File: src/rtl/game_link_msg_pkg.sv
// rtl/game_link_msg_pkg.sv - shared constants, TX state encoding and helpers for the game link block
package game_link_msg_pkg;

    localparam int DEF_DATA_W = 8;

    // Default message characters for "local" and "remote" style events.
    localparam logic [7:0] CHAR_L = 8'h4C;
    localparam logic [7:0] CHAR_R = 8'h52;

    typedef logic [0:0] tx_state_t;
    localparam tx_state_t TX_IDLE = 1'b0;
    localparam tx_state_t TX_SEND = 1'b1;

    function automatic logic [7:0] sat_add8(input logic [7:0] a, input logic [3:0] b);
        logic [8:0] s;
        s = {1'b0, a} + {5'b0, b};
        return s[8] ? 8'hFF : s[7:0];
    endfunction

endpackage

File: src/rtl/game_link_msg_if.sv
// rtl/game_link_msg_if.sv - UART-side handshake bundle between the link block and the UART FIFOs
interface game_link_msg_if
    import game_link_msg_pkg::*;
#(
    parameter int DATA_W = DEF_DATA_W
);
    logic              tx_full;
    logic              wr_uart;
    logic [DATA_W-1:0] w_data;
    logic              rx_empty;
    logic [DATA_W-1:0] r_data;
    logic              rd_uart;

    modport master (
        input  tx_full,
        output wr_uart,
        output w_data,
        input  rx_empty,
        input  r_data,
        output rd_uart
    );

    modport slave (
        output tx_full,
        input  wr_uart,
        input  w_data,
        output rx_empty,
        output r_data,
        input  rd_uart
    );
endinterface

File: src/rtl/game_link_msg_fifo.sv
// rtl/game_link_msg_fifo.sv - msg_fifo: small synchronous FIFO with full/empty and same-cycle push/pop
module msg_fifo #(
    parameter int DATA_W = 8,
    parameter int DEPTH  = 4
) (
    input  logic              clk,
    input  logic              rst,
    input  logic              push,
    input  logic [DATA_W-1:0] din,
    input  logic              pop,
    output logic [DATA_W-1:0] dout,
    output logic              full,
    output logic              empty
);
    localparam int AW = (DEPTH > 1) ? $clog2(DEPTH) : 1;
    localparam logic [AW:0] FULL_CNT = (AW + 1)'(DEPTH);

    logic [DATA_W-1:0] mem [DEPTH];
    logic [AW-1:0]     wr_ptr;
    logic [AW-1:0]     rd_ptr;
    logic [AW:0]       count;
    logic              do_push;
    logic              do_pop;

    assign full    = (count == FULL_CNT);
    assign empty   = (count == '0);
    assign do_push = push && !full;
    assign do_pop  = pop && !empty;
    assign dout    = mem[rd_ptr];

    // Storage carries no reset; only pointers and occupancy define validity.
    always_ff @(posedge clk) begin
        if (do_push) begin
            mem[wr_ptr] <= din;
        end
    end

    always_ff @(posedge clk) begin
        if (rst) begin
            wr_ptr <= '0;
            rd_ptr <= '0;
            count  <= '0;
        end else begin
            if (do_push) begin
                wr_ptr <= wr_ptr + 1'b1;
            end
            if (do_pop) begin
                rd_ptr <= rd_ptr + 1'b1;
            end
            case ({do_push, do_pop})
                2'b10:   count <= count + 1'b1;
                2'b01:   count <= count - 1'b1;
                default: count <= count;
            endcase
        end
    end
endmodule

File: src/rtl/game_link_msg.sv
// rtl/game_link_msg.sv - event-to-character link: local edges queued to UART TX, RX characters decoded to remote events
module game_link_msg
    import game_link_msg_pkg::*;
#(
    parameter int N_EVT   = 4,
    parameter int DATA_W  = DEF_DATA_W,
    parameter int Q_DEPTH = 4
) (
    input  logic                    clk,
    input  logic                    rst,
    input  logic [N_EVT-1:0]        evt_in,
    input  logic [N_EVT*DATA_W-1:0] evt_code,
    game_link_msg_if.master         uart,
    output logic [N_EVT-1:0]        remote_evt,
    output logic                    rx_err,
    output logic [DATA_W-1:0]       last_rx,
    output logic [7:0]              coal_cnt
);
    logic [N_EVT-1:0]  evt_prev;
    logic [N_EVT-1:0]  pending;
    logic [N_EVT-1:0]  redo;
    logic [N_EVT-1:0]  rise;
    logic [N_EVT-1:0]  grant;
    logic [N_EVT-1:0]  coal;
    logic [N_EVT-1:0]  match;
    logic [N_EVT-1:0]  remote_q;
    logic [3:0]        coal_n;
    logic              armed;
    logic              q_full;
    logic              q_empty;
    logic              q_push;
    logic              q_pop;
    logic [DATA_W-1:0] q_din;
    logic [DATA_W-1:0] q_head;
    logic [DATA_W-1:0] w_hold;
    tx_state_t         state;
    logic              rd_q;
    logic              rx_err_q;

    // armed stays low for the first cycle after reset so a level already high is history, not an edge.
    assign rise = evt_in & ~evt_prev & {N_EVT{armed}};

    always_comb begin
        grant = '0;
        q_din = '0;
        for (int i = N_EVT - 1; i >= 0; i--) begin
            if (pending[i]) begin
                grant    = '0;
                grant[i] = 1'b1;
                q_din    = evt_code[i*DATA_W +: DATA_W];
            end
        end
        if (q_full) begin
            grant = '0;
        end
    end

    assign q_push = |grant;
    assign coal   = rise & pending & ~grant;

    always_comb begin
        coal_n = '0;
        for (int i = 0; i < N_EVT; i++) begin
            coal_n = coal_n + {3'b0, coal[i]};
        end
    end

    // An edge landing on the channel being granted is parked in redo and re-pends one cycle later.
    always_ff @(posedge clk) begin
        if (rst) begin
            evt_prev <= '0;
            armed    <= 1'b0;
            pending  <= '0;
            redo     <= '0;
            coal_cnt <= '0;
        end else begin
            evt_prev <= evt_in;
            armed    <= 1'b1;
            pending  <= (pending & ~grant) | (rise & ~grant) | redo;
            redo     <= rise & grant;
            coal_cnt <= sat_add8(coal_cnt, coal_n);
        end
    end

    msg_fifo #(
        .DATA_W (DATA_W),
        .DEPTH  (Q_DEPTH)
    ) u_fifo (
        .clk   (clk),
        .rst   (rst),
        .push  (q_push),
        .din   (q_din),
        .pop   (q_pop),
        .dout  (q_head),
        .full  (q_full),
        .empty (q_empty)
    );

    assign q_pop        = (state == TX_SEND) && !uart.tx_full && !rst;
    assign uart.wr_uart = q_pop;
    assign uart.w_data  = q_pop ? q_head : w_hold;

    always_ff @(posedge clk) begin
        if (rst) begin
            state  <= TX_IDLE;
            w_hold <= '0;
        end else begin
            case (state)
                TX_IDLE: if (!q_empty && !uart.tx_full) state <= TX_SEND;
                TX_SEND: if (q_pop) state <= TX_IDLE;
                default: state <= TX_IDLE;
            endcase
            if (q_pop) begin
                w_hold <= q_head;
            end
        end
    end

    assign uart.rd_uart = !uart.rx_empty && !rd_q && armed && !rst;

    always_comb begin
        match = '0;
        for (int i = 0; i < N_EVT; i++) begin
            match[i] = (evt_code[i*DATA_W +: DATA_W] == uart.r_data);
        end
    end

    always_ff @(posedge clk) begin
        if (rst) begin
            rd_q     <= 1'b0;
            remote_q <= '0;
            rx_err_q <= 1'b0;
            last_rx  <= '0;
        end else begin
            rd_q     <= uart.rd_uart;
            remote_q <= uart.rd_uart ? match : '0;
            rx_err_q <= uart.rd_uart && (match == '0);
            if (uart.rd_uart) begin
                last_rx <= uart.r_data;
            end
        end
    end

    assign remote_evt = rst ? '0 : remote_q;
    assign rx_err     = rx_err_q && !rst;
endmodule

File: src/flat_wrapper.sv
// flat-port wrapper written by rule: the top's interface ports become plain ports
module game_link_msg_flat import game_link_msg_pkg::*;
#(
    parameter int N_EVT   = 4,
    parameter int DATA_W  = DEF_DATA_W,
    parameter int Q_DEPTH = 4
)
  (clk, rst, evt_in, evt_code, remote_evt, rx_err, last_rx, coal_cnt, uart_tx_full, uart_wr_uart, uart_w_data, uart_rx_empty, uart_r_data, uart_rd_uart);
  game_link_msg_if #(.DATA_W(DATA_W)) uart_i ();
  input  logic clk;
  input  logic rst;
  input  logic [N_EVT-1:0] evt_in;
  input  logic [N_EVT*DATA_W-1:0] evt_code;
  output logic [N_EVT-1:0] remote_evt;
  output logic rx_err;
  output logic [DATA_W-1:0] last_rx;
  output logic [7:0] coal_cnt;
  input wire logic [$bits(uart_i.tx_full)-1:0] uart_tx_full;
  output wire logic [$bits(uart_i.wr_uart)-1:0] uart_wr_uart;
  output wire logic [$bits(uart_i.w_data)-1:0] uart_w_data;
  input wire logic [$bits(uart_i.rx_empty)-1:0] uart_rx_empty;
  input wire logic [$bits(uart_i.r_data)-1:0] uart_r_data;
  output wire logic [$bits(uart_i.rd_uart)-1:0] uart_rd_uart;
  assign uart_i.tx_full = uart_tx_full;
  assign uart_wr_uart = uart_i.wr_uart;
  assign uart_w_data = uart_i.w_data;
  assign uart_i.rx_empty = uart_rx_empty;
  assign uart_i.r_data = uart_r_data;
  assign uart_rd_uart = uart_i.rd_uart;
  game_link_msg #(.N_EVT(N_EVT), .DATA_W(DATA_W), .Q_DEPTH(Q_DEPTH)) u_core (.clk(clk), .rst(rst), .evt_in(evt_in), .evt_code(evt_code), .uart(uart_i), .remote_evt(remote_evt), .rx_err(rx_err), .last_rx(last_rx), .coal_cnt(coal_cnt));
endmodule
File: config.mk
export PLATFORM = sky130hd
export DESIGN_NAME = game_link_msg_flat
export DESIGN_NICKNAME = d
export VERILOG_FILES = /design/src/rtl/game_link_msg_pkg.sv /design/src/rtl/game_link_msg_if.sv /design/src/rtl/game_link_msg_fifo.sv /design/src/rtl/game_link_msg.sv /design/src/flat_wrapper.sv
export SDC_FILE = /design/constraint.sdc
export NUM_CORES = 1
export LEC_CHECK = 0
export ABC_AREA = 1
export ABC_CLOCK_PERIOD_IN_PS = 3300
export CORE_MARGIN = 3
export CORE_UTILIZATION = 50
export CTS_CLUSTER_DIAMETER = 80
export DETAILED_ROUTE_END_ITERATION = 8
export MAX_ROUTING_LAYER = met4
export PLACE_DENSITY_LB_ADDON = 0.3
export SYNTH_ARGS = -nofsm -noshare
export SYNTH_HDL_FRONTEND = slang
export SYNTH_SLANG_ARGS = --single-unit
File: constraint.sdc
create_clock -name clk -period 3.3 [get_ports clk]
set_input_delay 0.66 -clock clk [delete_from_list [all_inputs] [get_ports clk]]
set_output_delay 0.66 -clock clk [all_outputs]
set_load 0.05 [all_outputs]
# Word level (Yosys, flattened, before mapping)

Memories as Yosys holds them, arrays and structs flattened. A register that Yosys moved wholly into a read port is not among the register bits.
Index checks and enable logic that the tools add are counted.
Widths: inputs -> output; s select.

Input port bits: 48
RAM bits: 32
Register bits: 51
Memories kept: 1
Output and inout port bits: 31

Equality and inequality tests: 7
$add $sub $neg: 8
Muxes and demuxes: 21
Reduce and logical (&&, ||, !) cells: 21
Bitwise gates (word level): 13

Memory list:

| memory            | words | bits a word | rd ports | clocked after Yosys merged registers in | wr ports | RTL line                 | text |
|---|---|---|---|---|---|---|---|
| u_core.u_fifo.mem | 4     | 8           | 1        | 1                                       | 1        | game_link_msg_fifo.sv:18 | `logic [DATA_W-1:0] mem [DEPTH];` |

Operators by type and width:

| cell                | count |
|---|---|
| $mux 8              | 6 |
| $eq 8x8->1          | 4 |
| $and 4x4->4         | 7 |
| $mux 4              | 6 |
| $logic_and 1x1->1   | 10 |
| $add 8x4->9         | 1 |
| $add 4x1->4         | 2 |
| $not 4->4           | 2 |
| $or 4x4->4          | 2 |
| $logic_not 1->1     | 6 |
| $pmux 3 s2          | 1 |
| $mux 1              | 5 |
| $add 2x1->2 const B | 2 |
| $logic_not 4->1     | 1 |
| $mux 2              | 2 |
| $reduce_or 4->1     | 1 |
| $add 3x1->3 const B | 1 |
| $eq 3x3->1 const B  | 1 |
| $logic_not 3->1     | 1 |
| $sub 3x1->3 const B | 1 |
| $add 1x1->2         | 1 |
| $eq 2x1->1 const B  | 1 |
| $eq 2x2->1 const B  | 1 |
| $not 1->1           | 2 |
| 3 further kinds     | 3 |

# Depth between registers and ports, before layout

Gate-level depths: netlist (run 1).

Word-level depth: 12
Mapped depth: 15

# By module

From an unflattened synthesis (run 1), not the netlist that was laid out.

Cell total of the unflattened synthesis: 508
Area, all modules: 4202.8 um^2

By module, submodules not included:

| module        | instances | area each (um^2) | cells each |
|---|---|---|---|
| game_link_msg | 1         | 2511.2           | 362 |
| msg_fifo      | 1         | 1691.6           | 146 |

# Worst setup path before layout (run 1)

No wires, ideal clock.

Path kind: input-to-reg
Start: input port evt_in[1]
End: register u_core.coal_cnt[5]
Setup slack: 0.218 ns
Stages on the path: 14
Data required time: 3.243 ns
Arrival time: 3.026 ns
Library setup time: 0.057 ns
Cell sequence: inv_1 nor3_1 nand2_1 nor2_1 ha_1 fa_1 ha_1 inv_1 fa_1 o21ai_2 nand3_2 nand2_1 o21ai_0 inv_1

Word-level cells in the longest chain between the ends: 9

Ends and longest elaborated chain:

| what                      | RTL line                | text |
|---|---|---|
| start, declared           | flat_wrapper.sv:12      | `input logic [N_EVT-1:0] evt_in;` |
| $and 4x4->4 (2 in series) | game_link_msg.sv:41     | `assign rise = evt_in & ~evt_prev & {N_EVT{armed}};` |
| $and 4x4->4 (2 in series) | game_link_msg.sv:59     | `assign coal = rise & pending & ~grant;` |
| $add 1x1->2               | game_link_msg.sv:64     | `coal_n = coal_n + {3'b0, coal[i]};` |
| $add 4x1->4 (2 in series) | game_link_msg.sv:64     |  |
| $add 8x4->9               | game_link_msg_pkg.sv:16 | `s = {1'b0, a} + {5'b0, b};` |
| $mux 8                    | game_link_msg_pkg.sv:17 | `return s[8] ? 8'hFF : s[7:0];` |
| end signal, assigned      | game_link_msg.sv:81     | `coal_cnt <= sat_add8(coal_cnt, coal_n);` |
| end, declared             | game_link_msg.sv:17     | `output logic [7:0] coal_cnt` |

No other way between the ends.
A chain may end at the register's enable or synchronous reset.

# Final worst setup path (run 1)

Start: input port evt_in[0]
End: register u_core.coal_cnt[6]

The elaborated chain is that of the path after synthesis.

==> impl_metrics.env, run 1 <==
export IMPL_grt_pass1_wl_um=16000
export IMPL_syn_inst=513
export IMPL_timing_rr_start="u_core.pending[1]$_SDFF_PP0_"
export IMPL_area_growth_pct=31.0
export IMPL_min_path_cells=2
export IMPL_final_area_sq_mm=0.00550
export IMPL_ant_nets=0
export IMPL_max_stage_delay_ns=0.56
export IMPL_drt_initial_drc_count=191
export IMPL_post_drt_wl_per_cell_um=13.9
export IMPL_rows=32
export IMPL_fin_skew_ns=0.0143
export IMPL_grt_total_usage_pct=21.4
export IMPL_via_per_inst=5.15
export IMPL_slew_viol_final=0
export IMPL_grt_pass1_vias=3451
export IMPL_hold_viol_final=0
export IMPL_dieArea_sq_mm=0.00953
export IMPL_drc=0
export IMPL_gp_congestion=0.871
export IMPL_holdBufCountCts=0
export IMPL_slew_headroom_pct=48.6
export IMPL_ys_types=34
export IMPL_dp_cells=681
export IMPL_cts_tree="yes"
export IMPL_slowest_stage="fa_2"
export IMPL_drive_gt1_share_pct=11.2
export IMPL_cts_inserted_buffers=9
export IMPL_cp_end_kind="flip-flop"
export IMPL_rrSetupSlack_ns=0.23
export IMPL_status="completed"
export IMPL_grt_max_degree=28
export IMPL_ys_ff_latch=85
export IMPL_arrival_ns=3.39
export IMPL_max_freq_mhz=318
export IMPL_cts_buffer_depth=2
export IMPL_path_class="primary input to flip-flop"
export IMPL_syn_nets=574
export IMPL_core_area_sq_mm=0.00793
export IMPL_worst_pin_slew_ns=0.768
export IMPL_fin_cells=701
export IMPL_min_path_type="flip-flop to flip-flop"
export IMPL_r2r_end="u_core.coal_cnt[6]$_SDFF_PP0_"
export IMPL_min_to="u_core.pending[2]$_SDFF_PP0_"
export IMPL_layout_nets=655
export IMPL_period_share_pct=95.4
export IMPL_yosysSeqAreaShare_pct=48.2
export IMPL_peakVddDrop_mv=0.373
export IMPL_cts_root_buf="clkbuf_8"
export IMPL_place_area_sq_mm=0.00520
export IMPL_reg2regPathDepth=12
export IMPL_crit_required_ns=3.54
export IMPL_io_pins=79
export IMPL_finalWirelength_um=9720
export IMPL_synth_area_per_cell_sq_um=8.19
export IMPL_insertion_delay_ns=0.36
export IMPL_min_period_ns=3.15
export IMPL_grt_ovfl_total=0
export IMPL_firstDrtPassIters=5
export IMPL_clkSinkCount=85
export IMPL_path_cells="clkdlybuf4s50_1, nand2_1, nor3_1, ha_1, fa_2, ha_4, inv_1, fa_2, o21ai_4, buf_4, and3_1, nor3_1"
export IMPL_die_y_um=97.6
export IMPL_path_max_fanout=4
export IMPL_grt_antenna_before_repair=0
export IMPL_htree_levels=3
export IMPL_startpoint_type="primary input"
export IMPL_hpwl_um=7060
export IMPL_p_per_area_mw_per_mm2=445
export IMPL_maxCapViolations=0
export IMPL_numPortBuffers=78
export IMPL_clk_pin_slew_worst_paths_ns=0.10
export IMPL_syn_area_sq_mm=0.00420
export IMPL_num_vias=3608
export IMPL_p_leak_nw=2.26
export IMPL_min_from="u_core.redo[2]$_SDFF_PP0_"
export IMPL_finalSetupViolCount=0
export IMPL_fp_dieW_um=97.6
export IMPL_yosys_warnings=0
export IMPL_antennaDiodeCount=0
export IMPL_start_util_pct=53.0
export IMPL_grt_setup_unrepaired="false"
-- through the flow --
stage	setup TNS (ns)	hold WS, ns	setup slack [ns]	total power (W)	utilization [%]
4_1_cts	0	0.440	0.00848	0.00246	68.5
3_5_place_dp	-3.25	0.431	-0.449	0.00169	65.6
2_1_floorplan	0	0.412	0.218	0.00151	-
6_report	0	0.440	0.152	0.00245	69.4
3_3_place_gp	-2.32	0.418	-0.339	0.00167	65.6
5_1_grt	0	0.460	0.0270	0.00257	69.4
-- layer usage --
| metal | vias up | wire [um] | share of wire [%] | global-route usage, % |
|---|---|---|---|---|
| li1 | 1817 | - | - | - |
| met1 | 1675 | 4210 | 43 | 25.5 |
| met2 | 110 | 4860 | 50 | 36.1 |
| met3 | 6 | 584 | 6.0 | 5.38 |
| met4 | 0 | 69 | 0.71 | 5.86 |
| met5 | - | 0 | 0 | - |
-- layout make-up --
cell class / count / area (sq um)
clock buffers: 9 / 124
clock inverters: 7 / 91.3
fillers: 630 / 2430
inverters: 62 / 243
multi-input cells: 344 / 1850
flip-flops and latches: 85 / 2020
well taps: 102 / 128
repair buffers: 92 / 1040
-- worst max-delay path: cells and delay by family --
kind,cells,cell delay (ns)
adder cells (fa/ha/maj),4,1.38
buffers and inverters,3,0.69
AND/OR/NAND/NOR,4,0.44
AO/OA/AOI/OAI,1,0.22
-- repair_timing --
item / in CTS / in global routing
buffers inserted: 0 / 4
pin swaps: 1 / 10
endpoints found under the setup margin: 5 / 8
gates resized for setup: 2 / 12
-- placed cells by master, fill, tap and decap left out, drive strengths merged, types with 2 or more instances in the layout --
master / count
nand2: 105
fa: 3
o21ai: 58
o31ai: 2
a31oi: 3
edfxtp: 32
ha: 10
nor3: 5
clkinv: 2
clkdlybuf4s50: 62
dfxtp: 53
clkbuf: 9
xnor2: 26
inv: 65
nand3: 29
buf: 29
a21oi: 31
nor2: 67
-- state kept, by name, indices dropped and copies added (netlist names), 3 cells and up, named ones only --
register and count:
u_core.evt_prev 4, u_core.w_hold 8, u_core.u_fifo.count 3, u_core.coal_cnt 8, u_core.redo 4, u_core.remote_q 4, u_core.u_fifo.mem 32, u_core.pending 4
u_core.last_rx 8
-- power breakdown --
group          switching (W)  total (W)  internal [W]
combinational       0.000270   0.000457      0.000188
clock               0.000414   0.000782      0.000368
sequential         0.0000363    0.00121       0.00117
total               0.000720    0.00245       0.00173
-- worst max-delay path by stage --
stage,from,to,slack (ns),cells past startpoint
after CTS,evt_in[1],u_core.coal_cnt[5]$_SDFF_PP0_,0.008,15
final,evt_in[0],u_core.coal_cnt[6]$_SDFF_PP0_,0.15,12
after global routing,evt_in[0],u_core.coal_cnt[6]$_SDFF_PP0_,0.03,12
after detailed placement,evt_in[1],u_core.coal_cnt[5]$_SDFF_PP0_,-0.45,15
after global placement,evt_in[1],u_core.coal_cnt[5]$_SDFF_PP0_,-0.34,15
after floorplan,evt_in[1],u_core.coal_cnt[5]$_SDFF_PP0_,0.22,14
-- kinds of logic after synthesis --
kind of cell / share of synthesized area, %
compound gates: 11.8
xor+xnor: 5.63
fa+ha+maj: 4.41
buf+inv: 8.97
flops: 48.2
simple gates: 21.1
-- cell usage after synthesis, drive strengths merged --
cell type / n / area (sq um)
nor3: 5 / 25.0
ha: 10 / 125
nand2: 105 / 404
edfxtp: 32 / 961
nand3: 29 / 168
nor2: 67 / 268
nand3b: 1 / 7.51
a211oi: 1 / 7.51
a21oi: 31 / 159
fa: 3 / 60.1
xnor2: 26 / 228
dfxtp: 53 / 1060
and3: 1 / 6.26
a31oi: 3 / 18.8
xor2: 1 / 8.76
o31ai: 2 / 15.0
o21ai: 58 / 294
buf: 16 / 106
clkbuf: 6 / 27.5
inv: 62 / 243
nand4: 1 / 6.26
(Power assumes the default switching activity.)
==> run 2, diff against run 1 <==
Settings changed: DONT_BUFFER_PORTS from default to 1.
==> run 2 against run 1 <==
Effect of this change:
- worst setup slack gained 0.11 ns
- die area is the same
- power shrank 6.3%
- fmax grew 3.6%
- register-to-register slack gained 0.03 ns
- final cell count shrank 13%
- critical endpoint is now u_core.coal_cnt[5]$_SDFF_PP0_
==> impl_metrics.env, run 2 (synthesized netlist as in run 1, its figures left out) <==
export IMPL_p_sw_w=0.000645
export IMPL_holdWs_ns=0.367
export IMPL_min_path_cells=1
export IMPL_cts_buffer_depth=2
export IMPL_grt_pass1_wl_um=15100
export IMPL_slew_viol_final=0
export IMPL_die_y_um=97.6
export IMPL_hold_viol_final=0
export IMPL_startpoint_type="flip-flop"
export IMPL_finalWirelength_um=8920
export IMPL_clkPwrFrac_pct=33.3
export IMPL_path_max_fanout=12
export IMPL_rows=32
export IMPL_grt_max_degree=29
export IMPL_worst_path_stages=13
export IMPL_place_ws_ns=-0.0278
export IMPL_core_area_sq_mm=0.00793
export IMPL_status="completed"
export IMPL_cts_tree="yes"
export IMPL_path_cells="nand3_1, nand2_1, nor2_1, ha_1, fa_1, ha_1, inv_1, fa_1, o21ai_4, nand3_4, nand2_1, o21ai_0, inv_1"
export IMPL_use_met1_pct=23.7
export IMPL_final_core_util_pct=56.1
export IMPL_top_register="u_core.u_fifo.mem"
export IMPL_max_freq_mhz=329
export IMPL_largest_reg_flops=32
export IMPL_drive_gt1_share_pct=6.65
export IMPL_grt_antenna_before_repair=0
export IMPL_grt_total_usage_pct=20.0
export IMPL_slowest_stage="dfxtp_1"
export IMPL_peakVddDrop_mv=0.206
export IMPL_via_per_inst=5.18
export IMPL_reg2regPathDepth=13
export IMPL_fp_dieW_um=97.6
export IMPL_critPathBufInv=2
export IMPL_slew_headroom_pct=40.4
export IMPL_drc=0
export IMPL_setup_slack_ns=0.260
export IMPL_power_internal_w=0.00165
export IMPL_min_path_type="primary input to flip-flop"
export IMPL_min_period_ns=3.04
export IMPL_combPwrFrac_pct=13.1
export IMPL_ant_nets=0
export IMPL_period_share_pct=92.1
export IMPL_use_met2_pct=32.6
export IMPL_busiest_layer="met2"
export IMPL_firstDrtPassIters=4
export IMPL_final_common_cell="nand2_1"
export IMPL_cp_end_kind="flip-flop"
export IMPL_post_drt_wl_per_cell_um=14.5
export IMPL_cts_root_buf="clkbuf_8"
export IMPL_finalSetupViolCount=0
export IMPL_total_power_w=0.00230
export IMPL_p_leak_nw=1.83
export IMPL_most_common_layout_cells="103 x nand2_1, 66 x nor2_1, 56 x inv_1"
export IMPL_insertion_delay_ns=0.36
export IMPL_cts_inserted_buffers=9
export IMPL_arrival_ns=3.34
export IMPL_grt_util_met3_pct=6.25
export IMPL_setup_total_negative_slack_ns=0
export IMPL_htree_levels=3
export IMPL_fin_skew_ns=0.0136
export IMPL_numPortBuffers=0
export IMPL_path_class="flip-flop to flip-flop"
export IMPL_antennaDiodeCount=0
export IMPL_drt_initial_drc_count=158
export IMPL_start_util_pct=53.0
export IMPL_critPathTopFamily="adder cells"
export IMPL_crit_required_ns=3.60
export IMPL_num_vias=3176
export IMPL_area_growth_pct=5.90
export IMPL_hpwl_um=6630
export IMPL_clk_pin_slew_worst_paths_ns=0.09
export IMPL_max_stage_delay_ns=0.57
export IMPL_swShare_pct=28.1
export IMPL_p_seq_share_pct=53.7
export IMPL_dieArea_sq_mm=0.00953
export IMPL_worst_pin_slew_ns=0.891
export IMPL_p_per_area_mw_per_mm2=516
export IMPL_holdBufCountCts=0
export IMPL_clkSinkCount=85
export IMPL_io_pins=79
export IMPL_grt_setup_unrepaired="false"
export IMPL_grt_ovfl_total=0
export IMPL_gp_congestion=0.851
export IMPL_layout_nets=567
export IMPL_maxCapViolations=0
export IMPL_grt_pass1_vias=3126
run 2: changes by cell type in the layout (fill, tap and decap cells not counted), sizes merged:
cell | previous run | this run
inv | 65 | 63
dlymetal6s2s | 1 | 0
clkdlybuf4s50 | 62 | 0
clkbuf | 9 | 10
buf | 29 | 4
clkinvlp | 1 | 2
run 2: cell type report:
| class | instances | area, sq um |
|---|---|---|
| well taps | 102 | 128 |
| fillers | 739 | 3480 |
| flip-flops and latches | 85 | 2020 |
| inverters | 62 | 243 |
| clock inverters | 6 | 71.3 |
| multi-input cells | 344 | 1820 |
| repair buffers | 4 | 30.0 |
| clock buffers | 10 | 138 |
run 2: per-layer routing:
metal,part of all wire (%),up-vias,routed length (um)
met5,0,-,0
met4,1.5,0,136
met3,7.8,18,699
met2,48,83,4240
met1,43,1433,3840
li1,-,1642,-
run 2: path summary, 6_finish.rpt:
| path | startpoint | endpoint | slack, ns |
|---|---|---|---|
| max | u_core.pending[1]$_SDFF_PP0_ | u_core.coal_cnt[5]$_SDFF_PP0_ | 0.26 |
| min | rst | u_core.w_hold[6]$_SDFF_PP0_ | 0.37 |
| max reg2reg | u_core.pending[1]$_SDFF_PP0_ | u_core.coal_cnt[5]$_SDFF_PP0_ | 0.26 |
| min reg2reg | u_core.redo[3]$_SDFF_PP0_ | u_core.pending[3]$_SDFF_PP0_ | 0.44 |
run 2: stage by stage:
step	instances	cell area [sq um]
after global routing	613	4450
final	613	4450
after global placement	597	4220
after CTS	613	4430
after floorplan	513	4200
after detailed placement	597	4220
run 2: what timing repair did:
action	4_1_cts	5_1_grt
endpoints found under the setup margin	0	3
buffers inserted	0	0
resized for setup	0	2
hold endpoints to repair	0	0
run 2: power groups by stage:
stage	clock [W]	combinational (W)	sequential, W
after global placement	0	0.000291	0.00125
final	0.000763	0.000301	0.00123
after CTS	0.000783	0.000303	0.00123
after detailed placement	0	0.000302	0.00126
after floorplan	0	0.000268	0.00124
after global routing	0.000822	0.000349	0.00124
==> run 3, diff against run 2 <==
Settings changed: GPL_TIMING_DRIVEN from default to 0.
==> run 3 against run 2 <==
Effect of this change:
- worst setup slack improved by 0.033 ns
- clock power shrank 12%
- design area grew 2.2%
- non-clock buffer count rose by 19
- combinational power up 13%
- power decreased by 2.6%
- count of clock-buffer cells in the layout down 1
- critical path type unchanged
==> impl_metrics.env, run 3 (synthesized netlist as in run 1, its figures left out) <==
export IMPL_rrSetupSlack_ns=0.29
export IMPL_max_freq_mhz=333
export IMPL_peakVddDrop_mv=0.267
export IMPL_top_layer_used="met4"
export IMPL_grt_antenna_before_repair=0
export IMPL_rows=32
export IMPL_path_max_fanout=7
export IMPL_ant_nets=0
export IMPL_endpoint="u_core.coal_cnt[4]$_SDFF_PP0_"
export IMPL_core_area_sq_mm=0.00793
export IMPL_r2r_end="u_core.coal_cnt[4]$_SDFF_PP0_"
export IMPL_cts_tree="yes"
export IMPL_setup_slack_ns=0.293
export IMPL_antennaDiodeCount=0
export IMPL_post_drt_wl_per_cell_um=15.0
export IMPL_numPortBuffers=0
export IMPL_largest_reg_flops=32
export IMPL_die_y_um=97.6
export IMPL_worst_pin_slew_ns=0.893
export IMPL_io_pins=79
export IMPL_hold_viol_final=0
export IMPL_startpoint="u_core.u_fifo.count[0]$_SDFFE_PP0P_"
export IMPL_dp_cells=615
export IMPL_final_common_cell="nand2_1"
export IMPL_top_register="u_core.u_fifo.mem"
export IMPL_drc=0
export IMPL_place_ws_ns=-0.193
export IMPL_p_leak_nw=1.89
export IMPL_grt_setup_unrepaired="false"
export IMPL_startpoint_type="flip-flop"
export IMPL_cts_inserted_buffers=9
export IMPL_min_period_ns=3.01
export IMPL_period_share_pct=91.1
export IMPL_status="completed"
export IMPL_maxCapViolations=0
export IMPL_dieArea_sq_mm=0.00953
export IMPL_clk_pin_slew_worst_paths_ns=0.08
export IMPL_cp_end_kind="flip-flop"
export IMPL_cts_root_buf="clkbuf_8"
export IMPL_firstDrtPassIters=4
export IMPL_arrival_ns=3.25
export IMPL_grt_max_degree=16
export IMPL_timing_rr_start="u_core.u_fifo.count[0]$_SDFFE_PP0P_"
export IMPL_cts_buffer_depth=2
export IMPL_wl_met2_um=4800
export IMPL_via_per_inst=5.19
export IMPL_holdBufCountCts=0
export IMPL_fin_cells=632
export IMPL_wl_met3_um=665
export IMPL_slew_headroom_pct=40.2
export IMPL_insertion_delay_ns=0.36
export IMPL_finalWirelength_um=9490
export IMPL_drt_initial_drc_count=171
export IMPL_htree_levels=3
export IMPL_layout_nets=586
export IMPL_num_vias=3279
export IMPL_total_power_w=0.00223
export IMPL_grt_ovfl_total=0
export IMPL_start_util_pct=53.0
export IMPL_p_per_area_mw_per_mm2=492
export IMPL_grt_total_usage_pct=21.4
export IMPL_drive_gt1_share_pct=10.2
export IMPL_clkSinkCount=85
export IMPL_reg2regPathDepth=15
export IMPL_min_from="evt_in[0]"
export IMPL_grt_pass1_wl_um=16000
export IMPL_grt_pass1_vias=3395
export IMPL_fin_skew_ns=0.0135
export IMPL_holdWs_ns=0.402
export IMPL_path_class="flip-flop to flip-flop"
export IMPL_fill_cells=746
export IMPL_hpwl_um=7190
export IMPL_fp_dieW_um=97.6
export IMPL_area_growth_pct=8.25
export IMPL_gp_congestion=0.876
export IMPL_crit_required_ns=3.54
export IMPL_most_common_layout_cells="103 x nand2_1, 66 x nor2_1, 56 x inv_1"
export IMPL_min_path_type="primary input to flip-flop"
export IMPL_slew_viol_final=0
export IMPL_finalSetupViolCount=0
export IMPL_wl_met1_um=3940
## run 3: cell count changes in the layout (fill, tap and decap cells not counted), sizes merged
cell	previous run	this run
bufinv	1	0
inv	63	64
buf	4	16
clkinvlp	2	3
clkbuf	10	16
## run 3: worst min path at each step
stage / end / slack [ns] / cells after the start
2_1_floorplan: u_core.pending[0]$_SDFF_PP0_ / 0.41 / 2
3_3_place_gp: u_core.pending[2]$_SDFF_PP0_ / 0.42 / 2
3_5_place_dp: u_core.pending[2]$_SDFF_PP0_ / 0.43 / 2
4_1_cts: u_core.evt_prev[0]$_SDFF_PP0_ / 0.39 / 2
5_1_grt: u_core.evt_prev[0]$_SDFF_PP0_ / 0.39 / 2
6_report: u_core.evt_prev[0]$_SDFF_PP0_ / 0.40 / 2
## run 3: area by class of cell
cell class	count	area (sq um)	share of cell area, %
buffer	22	136	3.00
clock buffer	9	124	2.73
clock inverter	7	50.0	1.10
inverter	62	243	5.34
multi-input combinational	344	1840	40.4
sequential	85	2020	44.5
tap	102	128	2.81
timing repair buffer	1	7.51	0.165
## run 3: per-stage QoR
| step | utilization, % | setup TNS (ns) | cell area, sq um |
|---|---|---|---|
| after floorplan | - | 0 | 4200 |
| after global placement | 54.6 | -0.247 | 4330 |
| after CTS | 56.8 | 0 | 4510 |
| after detailed placement | 54.6 | -1.07 | 4330 |
| after global routing | 57.3 | 0 | 4550 |
| final | 57.3 | 0 | 4550 |
## run 3: timing repair
item / CTS / global route
setup endpoints to repair: 3 / 8
setup buffers: 0 / 1
pin swaps: 0 / 1
gates resized for setup: 1 / 6
## run 3: routing by layer
| metal | track usage [%] | vias to the layer above |
|---|---|---|
| met2 | 35.8 | 80 |
| met5 | - | - |
| met4 | 4.26 | 0 |
| met1 | 25.2 | 1513 |
| met3 | 7.32 | 12 |
| li1 | - | 1674 |
## run 3: critical path: stages (launching register included)
cell and delay, ns:
dfxtp_1 0.32, inv_1 0.15, nand3_4 0.13, nand3_1 0.13
nand2_1 0.07, nor2_1 0.11, ha_1 0.25, fa_1 0.41
ha_1 0.31, inv_1 0.06, fa_2 0.39, o21ai_4 0.21
buf_4 0.15, nand2_1 0.04, nand2_1 0.08, a31oi_1 0.08
## run 3: power by group
part / switching [W] / internal [W] / total (W) / leakage (nW)
sequential: 0.0000497 / 0.00117 / 0.00122 / 0.730
combinational: 0.000233 / 0.000108 / 0.000341 / 1.08
clock: 0.000393 / 0.000276 / 0.000669 / 0.0820
